$ cat src/rtl/fifo_push_arbiter.sv
// Round-robin arbiter sharing one FIFO push port between N_REQ valid/ready producers.
// Bursts of up to MAX_BURST beats per grant; every push is gated by the FIFO full flag.
module fifo_push_arbiter #(
  parameter int WIDTH_DATA = 8,
  parameter int N_REQ      = 4,
  parameter int MAX_BURST  = 4
) (
  input  logic                        i_clk,
  input  logic                        i_rst_n,
  input  logic [N_REQ-1:0]            i_req_valid,
  input  logic [N_REQ*WIDTH_DATA-1:0] i_req_data,
  output logic [N_REQ-1:0]            o_req_ready,
  input  logic                        i_fifo_full,
  output logic                        o_fifo_push,
  output logic [WIDTH_DATA-1:0]       o_fifo_data,
  output logic [$clog2(N_REQ)-1:0]    o_grant_id,
  output logic                        o_busy
);

  localparam int IDW = $clog2(N_REQ);
  localparam int CW  = $clog2(MAX_BURST + 1);
  localparam logic [CW-1:0]  LAST_BEAT = CW'(MAX_BURST - 1);
  localparam logic [IDW-1:0] PTR_RST   = IDW'(N_REQ - 1);

  typedef enum logic {IDLE, GRANT} state_t;

  state_t          state_q;
  logic [IDW-1:0]  owner_q;
  logic [IDW-1:0]  rr_ptr_q;
  logic [CW-1:0]   burst_q;
  logic [CW-1:0]   burst_d;
  logic [IDW-1:0]  winner;
  logic            found;
  logic            beat;
  logic            rel_now;

  function automatic logic [IDW-1:0] rr_idx(input logic [IDW-1:0] base, input int off);
    int sum;
    sum = (int'(base) + off) % N_REQ;
    return sum[IDW-1:0];
  endfunction

  // Scan downward so the nearest requester after the pointer wins; the pointer itself is last.
  always_comb begin
    found  = 1'b0;
    winner = rr_ptr_q;
    for (int i = N_REQ; i >= 1; i--) begin
      if (i_req_valid[rr_idx(rr_ptr_q, i)]) begin
        found  = 1'b1;
        winner = rr_idx(rr_ptr_q, i);
      end
    end
  end

  always_comb begin
    o_req_ready = '0;
    if (state_q == GRANT) begin
      o_req_ready[owner_q] = ~i_fifo_full;
    end
  end

  assign beat        = i_req_valid[owner_q] & o_req_ready[owner_q];
  assign o_fifo_push = beat;
  assign o_busy      = (state_q == GRANT);
  assign o_grant_id  = owner_q;
  assign o_fifo_data = o_busy ? i_req_data[owner_q*WIDTH_DATA +: WIDTH_DATA] : '0;
  assign burst_d     = beat ? burst_q + CW'(1) : burst_q;
  // Full never releases the grant; only burst exhaustion or the owner going idle does.
  assign rel_now     = (state_q == GRANT) &&
                       ((beat && (burst_q == LAST_BEAT)) || !i_req_valid[owner_q]);

  always_ff @(posedge i_clk or negedge i_rst_n) begin
    if (!i_rst_n) begin
      state_q  <= IDLE;
      owner_q  <= '0;
      rr_ptr_q <= PTR_RST;
      burst_q  <= '0;
    end else begin
      case (state_q)
        IDLE: begin
          if (found) begin
            state_q  <= GRANT;
            owner_q  <= winner;
            rr_ptr_q <= winner;
            burst_q  <= '0;
          end
        end
        GRANT: begin
          if (rel_now) begin
            burst_q <= '0;
            if (found) begin
              owner_q  <= winner;
              rr_ptr_q <= winner;
            end else begin
              state_q <= IDLE;
            end
          end else begin
            burst_q <= burst_d;
          end
        end
        default: state_q <= IDLE;
      endcase
    end
  end

endmodule

$ cat config.mk
export PLATFORM = sky130hd
export DESIGN_NAME = fifo_push_arbiter
export DESIGN_NICKNAME = d
export VERILOG_FILES = /design/src/rtl/fifo_push_arbiter.sv
export SDC_FILE = /design/constraint.sdc
export NUM_CORES = 1
export LEC_CHECK = 0
export ABC_AREA = 1
export CAP_MARGIN = 10
export CORE_UTILIZATION = 40
export CTS_BUF_LIST = sky130_fd_sc_hd__clkbuf_16
export CTS_CLUSTER_DIAMETER = 120
export DETAILED_ROUTE_END_ITERATION = 16
export PLACE_DENSITY = 0.84
export SLEW_MARGIN = 10
export SYNTH_ARGS = -nofsm -noshare
export SYNTH_HDL_FRONTEND = slang
export SYNTH_SLANG_ARGS = --single-unit
$ cat constraint.sdc
create_clock -name i_clk -period 2.8 [get_ports i_clk]
set_input_delay 0.56 -clock i_clk [delete_from_list [all_inputs] [get_ports i_clk]]
set_output_delay 0.56 -clock i_clk [all_outputs]
set_load 0.02 [all_outputs]
==> impl_results.rst <==
.. list-table::
   :header-rows: 1

   * - Metric
     - Value
   * - Total number of vias
     - 1215
   * - Netlist area before placement
     - 953 um2
   * - Count of final max-slew check failures
     - 0
   * - Overflow after GRT
     - 0
   * - Die outline area
     - 2580 um2
   * - Net Count, Synth
     - 197
   * - Time the final worst path needs with I/O delays and setup
     - 2740 ps
   * - Final-stage net count
     - 254
   * - Measured slew at the worst slew-check pin
     - 357 ps
   * - Routed vias/inst
     - 5.06
   * - Cell at the slowest stage of the critical path
     - sky130_fd_sc_hd__clkdlybuf4s50_1
   * - Wire length per cell after detailed routing
     - 12.2 um
   * - Worst path top cell family by delay
     - buffers and inverters
   * - Capturing element type of the critical path
     - output pin
   * - Final antenna-violating net count
     - 0
   * - Setup TNS
     - 0 ps
   * - Startpoint of the worst register-to-register path
     - o_grant_id[1]
   * - Arrival time at the worst endpoint
     - 2180 ps
   * - Reg-to-reg critical path endpoint
     - o_grant_id[0]
   * - Distinct cell type count of the synthesized netlist
     - 22
   * - Synthesized netlist cell count
     - 156
   * - Remaining DRCs
     - 0
   * - Total global routing track utilization
     - 24.4%
   * - CTS tree
     - built
   * - Largest fanout of any net on the critical path
     - 3
   * - Via count of the first global-routing pass
     - 1125
   * - Crit start category
     - input port
   * - Worst max-slew margin expressed relative to the limit
     - 76.0%
   * - Height of the die
     - 50.8 um
   * - Antenna diode count
     - 0
   * - Layout-stage area growth over the synthesis result
     - 68.2%
   * - Synth Warn #
     - 0
   * - Layout cell share with drive strength beyond 1
     - 12.7%
   * - Stage delay of the slowest cell on the critical path
     - 600 ps
   * - Pin count of the biggest net entering global routing
     - 19
   * - Mean area per synthesized cell
     - 6.11 um2
   * - Hold violation count in the final report
     - 0
   * - Post-CTS Hold Buffers
     - 0
   * - Cells along the critical path
     - clkdlybuf4s50_1, inv_1, nor2_2, a21oi_4, nand2_4, nand2_1, inv_1, clkdlybuf4s50_1
   * - Power per unit of standard cell area
     - 1040 nW/um2
   * - Internal reg-to-reg setup slack
     - 1180 ps
   * - Initial core utilization
     - 42.7%
   * - Share of the clock period used by the worst path
     - 97.8%
   * - Htree depth
     - 1
   * - Maximum clock skew at final layout
     - 2.55 ps
   * - Number of DRC violations after detailed-routing iteration 0
     - 25
   * - Worst hold endpoint
     - rr_ptr_q[1]
   * - Highest clock frequency the design can meet
     - 0.365 GHz
   * - Max-cap check violation count
     - 0
   * - Kind of critical path
     - input port to output pin
   * - Boundary Pins
     - 55
   * - LEAKAGE
     - 0.749 nW
   * - Worst min-delay path class
     - register to register
   * - Total half-perimeter wirelength after legalization and detailed placement
     - 2300 um
   * - Maximum number of buffers from clock root to sink
     - 2
   * - Total detailed-routing wirelength
     - 2940 um
   * - Cells after DPL
     - 236
   * - Unrepaired setup endpoints after global routing
     - no
   * - Non-filler instance count after layout
     - 240
   * - Wire length of the first global-routing pass
     - 4840 um
   * - Commonest non-fill, non-tap cells in the layout
     - sky130_fd_sc_hd__clkdlybuf4s50_1 (54), sky130_fd_sc_hd__nand2_1 (52), sky130_fd_sc_hd__inv_1 (20)
   * - # port buffers
     - 54
   * - Width of the chip
     - 50.8 um
   * - Cell Rows
     - 17
   * - Cell depth of the worst hold path
     - 2
   * - Count of final setup violators
     - 0
   * - TritonRoute pass-1 iters
     - 4
   * - Most frequent standard cell in the layout excluding fill and tap cells
     - sky130_fd_sc_hd__clkdlybuf4s50_1
   * - Worst Min Path Start
     - rr_ptr_q[1]
   * - Skew-Pair Late Insertion Delay
     - 230 ps
   * - Required @ worst endpoint
     - 2240 ps
   * - Count of buffer and inverter cells on the critical path
     - 4
   * - Clock Tree Root
     - sky130_fd_sc_hd__clkbuf_16
   * - Post-synthesis sequential element count
     - 8
   * - Number of cells on the worst reg-to-reg path
     - 9
   * - Outcome
     - complete, no violations
   * - Number of antenna violations at the first check in global routing
     - 0
   * - Clock buffer count from CTS
     - 3
   * - Sink count of the clock tree
     - 8
   * - Clock slew at reported path FFs
     - 30 ps
   * - Placer Congestion
     - 0.833
   * - Core area
     - 2230 um2
   * - Part of the Yosys area used for sequential elements
     - 21.3%
   * - Worst IR drop on VDD
     - 0.925 mV
==> cell type report <==
cell class	instances	area, um2
fill	199	629
multi-input combinational	116	614
timing repair buffer	59	578
sequential	8	204
inverter	25	93.8
clock buffer	3	75.1
tap	28	35.0
clock inverter	1	3.75
==> worst max path at each step <==
stage	from	end	slack, ps	depth (start not counted)
floorplan	o_grant_id[1]	o_fifo_data[0]	760	6
global placement	i_req_valid[3]	o_fifo_push	110	8
detailed placement	i_req_valid[3]	o_fifo_push	50	8
CTS	o_grant_id[1]	o_fifo_data[7]	40	5
global route	i_req_valid[0]	o_fifo_push	7	8
finish	i_req_valid[3]	o_fifo_push	60	8
==> flip-flops by register name, summed over array words and instances, names as in the netlist <==
name / flops
rr_ptr_q: 2
o_grant_id: 2
burst_q: 3
o_busy: 1
==> metal layers <==
layer	up-vias	wire length, um	track usage [%]
li1	619	-	-
met4	0	29	8.80
met2	54	1460	44.9
met5	-	0	0
met1	540	1170	27.2
met3	2	278	5.65
==> worst min-delay path: cells and delay by family, from the launching register on <==
family / cells / cell delay [ps]
flops: 1 / 380
simple gates: 2 / 110
==> cell usage after synthesis <==
cell type,instances,share of area [%]
sky130_fd_sc_hd__inv_2,6,2.4
sky130_fd_sc_hd__ha_1,2,2.6
sky130_fd_sc_hd__clkbuf_1,1,0.39
sky130_fd_sc_hd__dfstp_2,2,5.5
sky130_fd_sc_hd__buf_2,3,1.6
sky130_fd_sc_hd__buf_6,1,1.2
sky130_fd_sc_hd__nand2_1,52,20
sky130_fd_sc_hd__nand3_1,18,9.4
sky130_fd_sc_hd__nor2_4,1,1.2
sky130_fd_sc_hd__dfrtp_1,6,16
sky130_fd_sc_hd__or2_1,1,0.66
sky130_fd_sc_hd__nor2_1,13,5.1
sky130_fd_sc_hd__o21ai_0,1,0.52
sky130_fd_sc_hd__o21ai_1,3,1.6
sky130_fd_sc_hd__nand2_4,3,3.5
sky130_fd_sc_hd__nor2_2,1,0.66
sky130_fd_sc_hd__inv_1,19,7.5
sky130_fd_sc_hd__a21oi_4,3,5.1
sky130_fd_sc_hd__nor3_1,1,0.52
sky130_fd_sc_hd__nor4_4,1,2.2
sky130_fd_sc_hd__buf_4,2,1.6
sky130_fd_sc_hd__a31oi_1,16,10
==> power by group <==
group          internal, mW  total [mW]  switching (mW)
sequential            0.175       0.264          0.0892
clock                 0.185       0.237          0.0512
combinational         0.509        1.16           0.655
==> through the flow <==
step           power [mW]  area [um2]  setup WS (ps)  hold slack (ps)  util, %
2_1_floorplan        1.01         953            762              264        -
3_3_place_gp         1.37        1520            107              486     68.1
3_5_place_dp         1.41        1520           45.6              498     68.1
4_1_cts              1.66        1600           39.7              501     71.7
5_1_grt              1.82        1600           7.35              536     71.8
6_report             1.67        1600           60.3              502     71.8
==> cells by family (layout without fill, tap and decap cells) <==
kind of cell | after synthesis | after routing | share of synthesized area [%]
simple gates | 91 | 91 | 43.8
flops | 8 | 8 | 21.3
compound gates | 23 | 23 | 17.7
fa+ha+maj | 2 | 2 | 2.62
buf+inv | 32 | 88 | 14.6
==> repair_timing <==
item / CTS / global route
resized for setup: 0 / 2
buffers inserted: 0 / 0
setup endpoints to repair: 0 / 7
Power figures use the tool's default switching activity.
